--- src/rtl/multicycle_control_unit_pkg.sv ---
// ---------------------------------------------------------------------------
// multicycle_control_unit_pkg
// Shared definitions for the multi-cycle MIPS control unit:
//   - opcode values of every decoded instruction
//   - FSM state encodings (3-bit, also exported on the debug 'state' port)
//   - PcSrc / RegDst selector codes
//   - instruction-class bundle produced by the opcode decoder
// ---------------------------------------------------------------------------
package multicycle_control_unit_pkg;

    // Opcodes (6-bit instruction field)
    localparam logic [5:0] OP_ADD  = 6'b000000;
    localparam logic [5:0] OP_ADDI = 6'b000001;
    localparam logic [5:0] OP_SUB  = 6'b000010;
    localparam logic [5:0] OP_SUBI = 6'b000011;
    localparam logic [5:0] OP_ORI  = 6'b010000;
    localparam logic [5:0] OP_AND  = 6'b010001;
    localparam logic [5:0] OP_OR   = 6'b010010;
    localparam logic [5:0] OP_SLL  = 6'b011000;
    localparam logic [5:0] OP_SLTI = 6'b011011;
    localparam logic [5:0] OP_SW   = 6'b100110;
    localparam logic [5:0] OP_LW   = 6'b100111;
    localparam logic [5:0] OP_BEQ  = 6'b110000;
    localparam logic [5:0] OP_BNE  = 6'b110001;
    localparam logic [5:0] OP_J    = 6'b111000;
    localparam logic [5:0] OP_JR   = 6'b111001;
    localparam logic [5:0] OP_JAL  = 6'b111010;
    localparam logic [5:0] OP_HALT = 6'b111111;

    // FSM states; the encoding is visible on the debug port so it is fixed
    typedef enum logic [2:0] {
        ST_IF     = 3'b000,
        ST_ID     = 3'b001,
        ST_EXE_LS = 3'b010,
        ST_MEM    = 3'b011,
        ST_WB_LD  = 3'b100,
        ST_EXE_BR = 3'b101,
        ST_EXE_AL = 3'b110,
        ST_WB_AL  = 3'b111
    } state_t;

    // PC source select
    localparam logic [1:0] PCSRC_SEQ    = 2'b00;
    localparam logic [1:0] PCSRC_BRANCH = 2'b01;
    localparam logic [1:0] PCSRC_REG    = 2'b10;
    localparam logic [1:0] PCSRC_JUMP   = 2'b11;

    // Register-file destination select
    localparam logic [1:0] REGDST_RT = 2'b00;
    localparam logic [1:0] REGDST_RD = 2'b01;
    localparam logic [1:0] REGDST_RA = 2'b10;

    // One-hot instruction class; exactly one bit is set for any opcode
    typedef struct packed {
        logic isAlu;
        logic isLw;
        logic isSw;
        logic isBranch;
        logic isJump;
        logic isJr;
        logic isJal;
        logic isHalt;
        logic isIllegal;
    } instClass_t;

endpackage

--- src/rtl/mcu_op_decode.sv ---
// ---------------------------------------------------------------------------
// mcu_op_decode
// Purely combinational opcode decoder for the multi-cycle control unit.
// Produces a one-hot instruction class (used by the FSM for sequencing) and
// the level datapath decodes that stay valid while the opcode is stable.
// Ports:
//   op        in   opcode from the IR
//   instClass out  one-hot instruction class
//   isBeq/isBne out  branch flavour, used to qualify the zero flag
//   aluSrcA, aluSrcB, extSel, dbDataSrc, wrRegDSrc, regDst, aluOp
//             out  level datapath selects
// When HAS_LINK is 0, jr and jal fall into the illegal class.
// ---------------------------------------------------------------------------
module mcu_op_decode
    import multicycle_control_unit_pkg::*;
#(
    parameter int OP_W     = 6,
    parameter bit HAS_LINK = 1'b1
) (
    input  logic [OP_W-1:0] op,
    output instClass_t      instClass,
    output logic            isBeq,
    output logic            isBne,
    output logic            aluSrcA,
    output logic            aluSrcB,
    output logic            extSel,
    output logic            dbDataSrc,
    output logic            wrRegDSrc,
    output logic [1:0]      regDst,
    output logic [2:0]      aluOp
);

    // ALUOp bit meanings: [0] subtract/compare/or-family, [1] shift/or-family,
    // [2] and/set-less-than. Each opcode sets the combination it needs.
    always_comb begin
        instClass = '0;
        isBeq     = 1'b0;
        isBne     = 1'b0;
        aluSrcA   = 1'b0;
        aluSrcB   = 1'b0;
        extSel    = 1'b0;
        dbDataSrc = 1'b0;
        wrRegDSrc = 1'b0;
        regDst    = REGDST_RT;
        aluOp     = 3'b000;
        case (op)
            OP_W'(OP_ADD): begin
                instClass.isAlu = 1'b1;
                regDst          = REGDST_RD;
            end
            OP_W'(OP_ADDI): begin
                instClass.isAlu = 1'b1;
                aluSrcB         = 1'b1;
                extSel          = 1'b1;
            end
            OP_W'(OP_SUB): begin
                instClass.isAlu = 1'b1;
                regDst          = REGDST_RD;
                aluOp           = 3'b001;
            end
            OP_W'(OP_SUBI): begin
                instClass.isAlu = 1'b1;
                aluSrcB         = 1'b1;
                extSel          = 1'b1;
                aluOp           = 3'b001;
            end
            OP_W'(OP_ORI): begin
                instClass.isAlu = 1'b1;
                aluSrcB         = 1'b1;
                aluOp           = 3'b011;
            end
            OP_W'(OP_AND): begin
                instClass.isAlu = 1'b1;
                regDst          = REGDST_RD;
                aluOp           = 3'b100;
            end
            OP_W'(OP_OR): begin
                instClass.isAlu = 1'b1;
                regDst          = REGDST_RD;
                aluOp           = 3'b011;
            end
            OP_W'(OP_SLL): begin
                instClass.isAlu = 1'b1;
                regDst          = REGDST_RD;
                aluSrcA         = 1'b1;
                aluOp           = 3'b010;
            end
            OP_W'(OP_SLTI): begin
                instClass.isAlu = 1'b1;
                aluSrcB         = 1'b1;
                extSel          = 1'b1;
                aluOp           = 3'b101;
            end
            OP_W'(OP_SW): begin
                instClass.isSw = 1'b1;
                aluSrcB        = 1'b1;
                extSel         = 1'b1;
            end
            OP_W'(OP_LW): begin
                instClass.isLw = 1'b1;
                aluSrcB        = 1'b1;
                extSel         = 1'b1;
                dbDataSrc      = 1'b1;
            end
            OP_W'(OP_BEQ): begin
                instClass.isBranch = 1'b1;
                isBeq              = 1'b1;
                extSel             = 1'b1;
                aluOp              = 3'b001;
            end
            OP_W'(OP_BNE): begin
                instClass.isBranch = 1'b1;
                isBne              = 1'b1;
                extSel             = 1'b1;
                aluOp              = 3'b001;
            end
            OP_W'(OP_J): begin
                instClass.isJump = 1'b1;
            end
            OP_W'(OP_JR): begin
                if (HAS_LINK) begin
                    instClass.isJr = 1'b1;
                end else begin
                    instClass.isIllegal = 1'b1;
                end
            end
            OP_W'(OP_JAL): begin
                if (HAS_LINK) begin
                    instClass.isJal = 1'b1;
                    regDst          = REGDST_RA;
                    wrRegDSrc       = 1'b1;
                end else begin
                    instClass.isIllegal = 1'b1;
                end
            end
            OP_W'(OP_HALT): begin
                instClass.isHalt = 1'b1;
            end
            default: begin
                instClass.isIllegal = 1'b1;
            end
        endcase
    end

endmodule

--- src/rtl/multicycle_control_unit.sv ---
// ---------------------------------------------------------------------------
// multicycle_control_unit
// FSM controller for the multi-cycle MIPS datapath. Walks each instruction
// through IF/ID/EXE/MEM/WB and raises the per-state datapath strobes.
// Ports:
//   CLK, Reset (async, active low)
//   op, zero                     opcode from IR, ALU zero flag
//   PCWre, IRWre, RegWre, mRD, mWR   write/read strobes (forced 0 in reset)
//   InsMemRw                     tied 1
//   ALUSrcA, ALUSrcB, ExtSel, RegDst, WrRegDSrc, DBDataSrc, ALUOp
//                                level decodes of op
//   PcSrc                        PC source select
//   state, halted, illegal_op    debug/status
// ---------------------------------------------------------------------------
module multicycle_control_unit
    import multicycle_control_unit_pkg::*;
#(
    parameter int OP_W     = 6,
    parameter int ALUOP_W  = 3,
    parameter bit HAS_LINK = 1'b1
) (
    input  logic               CLK,
    input  logic               Reset,
    input  logic [OP_W-1:0]    op,
    input  logic               zero,
    output logic               PCWre,
    output logic               IRWre,
    output logic               InsMemRw,
    output logic               RegWre,
    output logic               ALUSrcA,
    output logic               ALUSrcB,
    output logic               ExtSel,
    output logic [1:0]         RegDst,
    output logic               WrRegDSrc,
    output logic               DBDataSrc,
    output logic               mRD,
    output logic               mWR,
    output logic [1:0]         PcSrc,
    output logic [ALUOP_W-1:0] ALUOp,
    output logic [2:0]         state,
    output logic               halted,
    output logic               illegal_op
);

    state_t     stateReg;
    state_t     stateNext;
    logic       haltedReg;
    logic       haltedNext;
    instClass_t instClass;
    logic       isBeq;
    logic       isBne;
    logic [2:0] aluOpRaw;
    logic       pcWreRaw;
    logic       irWreRaw;
    logic       regWreRaw;
    logic       mRdRaw;
    logic       mWrRaw;
    logic       illegalRaw;

    mcu_op_decode #(
        .OP_W     (OP_W),
        .HAS_LINK (HAS_LINK)
    ) opDecode (
        .op        (op),
        .instClass (instClass),
        .isBeq     (isBeq),
        .isBne     (isBne),
        .aluSrcA   (ALUSrcA),
        .aluSrcB   (ALUSrcB),
        .extSel    (ExtSel),
        .dbDataSrc (DBDataSrc),
        .wrRegDSrc (WrRegDSrc),
        .regDst    (RegDst),
        .aluOp     (aluOpRaw)
    );

    always_ff @(posedge CLK or negedge Reset) begin
        if (!Reset) begin
            stateReg  <= ST_IF;
            haltedReg <= 1'b0;
        end else begin
            stateReg  <= stateNext;
            haltedReg <= haltedNext;
        end
    end

    // Halt is a sticky flag layered on top of ID: once set, the state
    // register freezes at ID until reset.
    always_comb begin
        stateNext  = stateReg;
        haltedNext = haltedReg;
        if (!haltedReg) begin
            case (stateReg)
                ST_IF: stateNext = ST_ID;
                ST_ID: begin
                    if (instClass.isHalt) begin
                        haltedNext = 1'b1;
                        stateNext  = ST_ID;
                    end else if (instClass.isBranch) begin
                        stateNext = ST_EXE_BR;
                    end else if (instClass.isLw || instClass.isSw) begin
                        stateNext = ST_EXE_LS;
                    end else if (instClass.isAlu) begin
                        stateNext = ST_EXE_AL;
                    end else begin
                        stateNext = ST_IF;
                    end
                end
                ST_EXE_LS: stateNext = ST_MEM;
                ST_MEM:    stateNext = instClass.isLw ? ST_WB_LD : ST_IF;
                ST_WB_LD:  stateNext = ST_IF;
                ST_EXE_BR: stateNext = ST_IF;
                ST_EXE_AL: stateNext = ST_WB_AL;
                ST_WB_AL:  stateNext = ST_IF;
                default:   stateNext = ST_IF;
            endcase
        end
    end

    // PCWre marks the final state of every instruction, so the PC moves on
    // the same edge that returns the FSM to IF.
    always_comb begin
        pcWreRaw   = 1'b0;
        irWreRaw   = 1'b0;
        regWreRaw  = 1'b0;
        mRdRaw     = 1'b0;
        mWrRaw     = 1'b0;
        illegalRaw = 1'b0;
        PcSrc      = PCSRC_SEQ;
        if (!haltedReg) begin
            case (stateReg)
                ST_IF: irWreRaw = 1'b1;
                ST_ID: begin
                    if (instClass.isJump || instClass.isJr || instClass.isJal ||
                        instClass.isIllegal) begin
                        pcWreRaw = 1'b1;
                    end
                    if (instClass.isJal) begin
                        regWreRaw = 1'b1;
                    end
                    if (instClass.isJr) begin
                        PcSrc = PCSRC_REG;
                    end else if (instClass.isJump || instClass.isJal) begin
                        PcSrc = PCSRC_JUMP;
                    end
                    illegalRaw = instClass.isIllegal;
                end
                ST_EXE_BR: begin
                    pcWreRaw = 1'b1;
                    if ((isBeq && zero) || (isBne && !zero)) begin
                        PcSrc = PCSRC_BRANCH;
                    end
                end
                ST_MEM: begin
                    mRdRaw = instClass.isLw;
                    mWrRaw = instClass.isSw;
                    if (instClass.isSw) begin
                        pcWreRaw = 1'b1;
                    end
                end
                ST_WB_LD, ST_WB_AL: begin
                    pcWreRaw  = 1'b1;
                    regWreRaw = 1'b1;
                end
                default: ;
            endcase
        end
    end

    // Strobes are gated directly by Reset so they drop the instant reset
    // asserts, without waiting for the state register to settle.
    assign PCWre      = pcWreRaw   & Reset;
    assign IRWre      = irWreRaw   & Reset;
    assign RegWre     = regWreRaw  & Reset;
    assign mRD        = mRdRaw     & Reset;
    assign mWR        = mWrRaw     & Reset;
    assign illegal_op = illegalRaw & Reset;
    assign InsMemRw   = 1'b1;
    assign ALUOp      = ALUOP_W'(aluOpRaw);
    assign state      = stateReg;
    assign halted     = haltedReg;

endmodule

--- config.mk ---
export PLATFORM = sky130hd
export DESIGN_NAME = multicycle_control_unit
export DESIGN_NICKNAME = d
export VERILOG_FILES = /design/src/rtl/multicycle_control_unit_pkg.sv /design/src/rtl/mcu_op_decode.sv /design/src/rtl/multicycle_control_unit.sv
export SDC_FILE = /design/constraint.sdc
export NUM_CORES = 1
export LEC_CHECK = 0
export CAP_MARGIN = 15
export CORE_AREA = 2 2 46 48
export DETAILED_ROUTE_END_ITERATION = 7
export DIE_AREA = 0 0 48 50
export GPL_ROUTABILITY_DRIVEN = 0
export MAX_ROUTING_LAYER = met4
export PLACE_DENSITY = 0.83
export SLEW_MARGIN = 5
export SYNTH_ARGS = -nofsm -noshare
export SYNTH_HDL_FRONTEND = slang
export SYNTH_SLANG_ARGS = --single-unit
--- constraint.sdc ---
create_clock -name CLK -period 2.04 [get_ports CLK]
set_clock_uncertainty 0.15 [all_clocks]
set_input_delay 0.408 -clock CLK [delete_from_list [all_inputs] [get_ports CLK]]
set_output_delay 0.408 -clock CLK [all_outputs]
set_load 0.05 [all_outputs]
==> impl.org, run 1 <==
** Status
- Status :: aborted with a tool error
- It got as far as 4_1_cts and failed there.
- The tool reported: "[ERROR DPL-0038] Utilization greater than 100%, impossible to legalize".

** Yosys
- Post-Synthesis Cells :: 114
- The cell area that synthesis handed to floorplanning was 729.5 um^2.
- A synthesized cell averages 6.399 um^2.
- Yosys printed 0 warnings.
- In this run, synthesis inferred 0 flip-flops with an integrated enable.
- Total of flip-flops plus latches after synthesis :: 4
- Counting every net in the synthesized netlist gives 123.
- Of all flip-flops after synthesis, the portion carrying an async set or reset was 1.000.
- Predominant post-synthesis flop cell :: dfrtp_1
- For this run, the register share of the synthesized area comes to 0.1372.
- After synthesis, the netlist uses 40 different library cells.

** Floorplan
- In this run the horizontal extent of the chip is about 48 um.
- Row count :: 16
- In this run the vertical extent of the chip is about 50 um.
- Pin placement for this block handled 32 I/O pins.
- Initial standard-cell utilization of the core :: 0.3836

** Placement
- The count of buffers added on input and output ports is 30.
- Detailed placement ended at an HPWL of 3065 um.
- Prior to clock tree synthesis, the placed netlist has a worst setup slack of -0.6771 ns.
- In this run the cell area measured after placement is 1734 um^2.

** Clock tree
- Number of hold buffers added after CTS :: 0
- Clock tree synthesis inserted a total of 3 buffers.
- Root buffer cell :: clkbuf_4
- Count of instances resized after the clock tree is built :: 77
- CTS saw 4 sinks.
- The longest clock path from root to sink contains 2 buffers.
- Once the clock tree was built, the setup fixing pass inserted 21 buffers.
- Depth of the CTS H-tree :: 1
cells by family after synthesis:
kind of cell,after synthesis,share of synthesized area
buffers and inverters,13,0.08576
XOR/XNOR,1,0.01201
AND/OR/NAND/NOR,58,0.4305
AO/OA/AOI/OAI,37,0.3293
flip-flops,4,0.1372
other,1,0.005141
cell usage after synthesis (2+ instances only):
cell type  count  area [um^2]
nand3_1        4        20.02
nor2_1        12        45.04
dfrtp_1        4        100.1
a31oi_1        3        18.77
a21oi_1        8        40.04
a211oi_1       2        15.01
nand2_1        8        30.03
nand4b_1       2        17.52
and2_1         2        12.51
nor4_1         5        31.28
o21ai_0       11        55.05
a22oi_1        2        15.01
inv_1          2        7.510
nor2b_1        4        25.02
nor3_1         9        45.04
buf_2          8        40.04
nand2b_1       4        25.02
or2_2          2        12.51
metrics by stage:
| step | hold WS, ns | instances | util | setup TNS [ns] |
|---|---|---|---|---|
| detailed placement | 0.4689 | 204 | 0.9118 | -9.213 |
| global placement | 0.4474 | 204 | 0.9118 | -7.717 |
| floorplan | -0.03759 | 114 | - | -1.143 |
==> run 2, diff against run 1 <==
--- a/config.mk
+++ b/config.mk
@@ -6,12 +6,11 @@
 export NUM_CORES = 1
 export LEC_CHECK = 0
 export CAP_MARGIN = 15
-export CORE_AREA = 2 2 46 48
+export CORE_AREA = 2 2 63 65
 export DETAILED_ROUTE_END_ITERATION = 7
-export DIE_AREA = 0 0 48 50
+export DIE_AREA = 0 0 65 67
 export GPL_ROUTABILITY_DRIVEN = 0
-export MAX_ROUTING_LAYER = met4
-export PLACE_DENSITY = 0.83
+export PLACE_DENSITY_LB_ADDON = 0.15
 export SLEW_MARGIN = 5
 export SYNTH_ARGS = -nofsm -noshare
 export SYNTH_HDL_FRONTEND = slang
==> run 2 against run 1 <==
Compared with the run above:
- synthesized area unchanged
- the flow now finishes, with violations (negative setup slack)
- synthesized cell count unchanged
==> impl.org, run 2 <==
** Job
- The tool flagged a number of max-cap violations equal to 0.

** Placement
- The half-perimeter wire length after detailed placement was 2479 um (-19%).
- The number of cells in the design after placement is 224 (+9.8%).
- The count of buffers from port buffering is 30 (unchanged).

** Floorplan
- IO Count :: 32 (unchanged)
- Die height :: 67 um (+34%)
- The starting utilization of the core area was 0.2023 (-0.1813).
- Die area :: 4355 um^2
- The floorplan step defined a core boundary enclosing 3606 um^2.
- The number of placement rows is 22 (+6).
- Die extent in x :: 65 um (+35%)

** Routing
- Iteration-0 DRC Markers :: 36
- Number of remaining DRC errors :: 0
- Routed Antenna Nets :: 0
- Routed vias/inst :: 4.992
- Detailed-route via count :: 1268
- The first detailed-routing pass ran for 4 iterations.
- For this block, the routed nets add up to 3926 um of wire.
- Average wire per cell in the routed design :: 15.46 um

** Yosys
- Ys async rst share :: 1.000 (unchanged)
- The Yosys warning count is 0 (unchanged).
- Biggest area consumer among synthesized cells :: dfrtp_1
- Number of enable-type register cells in the synthesized netlist :: 0 (unchanged)
- Predominant post-synthesis flop cell :: dfrtp_1
- Distinct cells, synth :: 40 (unchanged)
- The mean post-synth cell area is 6.399 um^2 (unchanged).
- Top cells by area in the synthesized netlist :: dfrtp_1 14%, o21ai_0 7.5%, nor3_1 6.2%
- The net count after synthesis came to 123 (unchanged).
- Commonest cells post-synth :: 12 x nor2_1, 11 x o21ai_0, 9 x nor3_1
- Sequential element share of the synthesized area :: 0.1372 (unchanged)
- Top-area cell type share of the netlist area :: 0.1372 (unchanged)
- The post-synthesis instance total came to 114 (unchanged).
- Most instantiated library cell after synthesis :: nor2_1
- Total of flip-flops plus latches after synthesis :: 4 (unchanged)
- The cell area after technology mapping was 729.5 um^2 (unchanged).

** Global route
- In the global route stage, overall resource usage came out at 0.1803.
- GRT Residual Overflow :: 0
- Antenna violations before repair :: 0
- Entering global routing, the biggest net connects 10 pins.
- The via count of the first global-routing pass came to ~1300.
- The first global-routing pass estimated 6092 um of wire.

** STA
- After layout, the worst setup slack is -0.1069 ns.
- For the finished layout, the period the worst path requires is 2.147 ns.
- Across all hold checks on the routed design, the worst slack comes to 0.1853 ns.
- Final setup violation count :: 6
- Highest clock frequency the design can meet :: 465.8 MHz
- The hold violation total from the final report came to 0.
- Unrepaired setup endpoints after global routing :: true
- Of the available clock period, the critical path in the final layout requires 1.052.
- The final count of pins violating max slew came to 0.

** Clock tree
- The later pin in the worst-skew pair is clocked with a latency of 0.21 ns.
- Clock tree synthesis selected as its root buffer the cell clkbuf_8.
- Depth of the CTS H-tree :: 1 (unchanged)
- Clock transition at the registers of the reported paths :: 0.03 ns
- Total CTS buffers :: 3 (unchanged)
- Maximum buffer depth of the clock tree :: 2 (unchanged)
- Sinks on Clock Net :: 4 (unchanged)
- TritonCTS built the clock tree.
- Number of hold buffers added after CTS :: 0 (unchanged)

** Setup path
- Beginning of the worst register-to-register path :: state[1]$_DFFE_PN0N_
- Along the worst path, the maximum fanout reaches 6.
- STA puts the critical path data required time at 1.48 ns.
- Reg2Reg Depth :: 3
- The worst setup path is captured at a primary output.
- The endpoint identified for the worst register-to-register timing path is state[2]$_DFFE_PN0N_.
- The worst setup path is of the input pin to primary output kind.
- Data on the critical path arrives at its endpoint at 1.59 ns.
- Slack of the worst reg-to-reg path :: 0.38 ns
- The critical path starts at op[2].
- Following the worst setup path forward leads to its endpoint at PCWre.
- STA classifies the critical path startpoint as an input pin.

** Power
- Summing internal, switching and leakage power gives 1.636 mW.
- Dividing total power by cell area gives a power density of 711.3 nW/um^2.
- LEAKAGE :: 0.9268 nW
- Maximum ir drop on the vdd rail :: 346.5 uV

** Status
- Status :: finished, violations left
- Violations in the final reports :: negative setup slack

** Layout
- Total Nets Final :: 217
- Of the cells placed in the final design, the portion with a size suffix greater than 1 is 0.7864.
- In the layout the commonest cells are 52 x buf_4, 22 x buf_6, 18 x buf_12.
- Leaving out fill and tap cells, the most frequent cell in the layout is buf_4.
- The filler cells instantiated in the layout total 290.
- The register with the most flip-flops in the layout has 3 of them.
- Synthesis-to-layout area growth :: 215.3%
- Once layout is complete, the cells apart from fillers number 254.
- Number of diodes :: 0

** Worst hold path
- Worst min-delay path category :: input pin to asynchronous set/reset pin
-- run 2: cell counts after synthesis --
Identical to the previous run, type by type.
-- run 2: per-stage QoR --
| step | TNS [ns] | instance area [um^2] | setup slack [ns] | utilization |
|---|---|---|---|---|
| detailed placement | -9.115 | 1753 | -0.6685 | 0.4861 |
| global route | -0.8071 | 2300 | -0.1395 | 0.6378 |
| CTS | -0.4867 | 2195 | -0.1255 | 0.6086 |
| floorplan | -1.143 | 977.2 | -0.2968 | - |
| finish | -0.3436 | 2300 | -0.1069 | 0.6378 |
| global placement | -8.847 | 1753 | -0.6502 | 0.4861 |
-- run 2: report_power, final --
part | switching (mW) | total (mW) | internal, mW
combinational | 0.690 | 1.28 | 0.590
sequential | 0.0720 | 0.192 | 0.120
clock | 0.0387 | 0.164 | 0.126
-- run 2: routing by layer --
layer / routed length [um] / vias to the layer above / GRT usage
met5: 0 / - / 0
met4: 0 / 0 / 0.03191
met3: 150 / 0 / 0.02703
met2: 2143 / 33 / 0.3363
met1: 1632 / 622 / 0.2192
li1: - / 613 / -
-- run 2: layout make-up --
type                            count  area, um^2  area share
Clock buffer                        3       41.29     0.01795
Inverter                            3       18.77    0.008161
Multi-Input combinational cell     97       991.0      0.4309
Sequential cell                     4       107.6     0.04679
Tap cell                           48       60.06     0.02612
Timing Repair Buffer               99        1081      0.4701
-- run 2: cells by family (layout without fill, tap and decap cells) --
group                  Yosys count  in the layout  synth area share
other                            1              1          0.005141
flip-flops                       4              4            0.1372
XOR/XNOR                         1              1           0.01201
AO/OA/AOI/OAI                   37             37            0.3293
buffers and inverters           13            105           0.08576
AND/OR/NAND/NOR                 58             58            0.4305
-- run 2: what timing repair did --
| action | 4_1_cts | 5_1_grt |
|---|---|---|
| resized for setup | 88 | 21 |
| setup buffers | 25 | 3 |
| pin swaps | 27 | 15 |
| endpoints found under the setup margin | 19 | 16 |
| gates cloned | 1 | 0 |
-- run 2: worst min-delay path by stage --
stage | endpoint | slack (ns) | cells after the start
after global placement | state[0]$_DFFE_PN0N_ | 0.51 | 2
after CTS | halted$_DFF_PN0_ | 0.18 | 3
after detailed placement | state[0]$_DFFE_PN0N_ | 0.51 | 2
after global routing | halted$_DFF_PN0_ | 0.19 | 3
after floorplan | state[0]$_DFFE_PN0N_ | -0.04 | 0
final | halted$_DFF_PN0_ | 0.19 | 3
-- run 2: worst max-delay path: stages --
cell and delay, ns:
buf_6 0.09, buf_6 0.12, nand4b_1 0.20, a211o_1 0.27
o21ai_2 0.09, a41oi_4 0.14, o31ai_4 0.09, buf_12 0.17
Note: power is estimated with default switching activity, not from simulation.
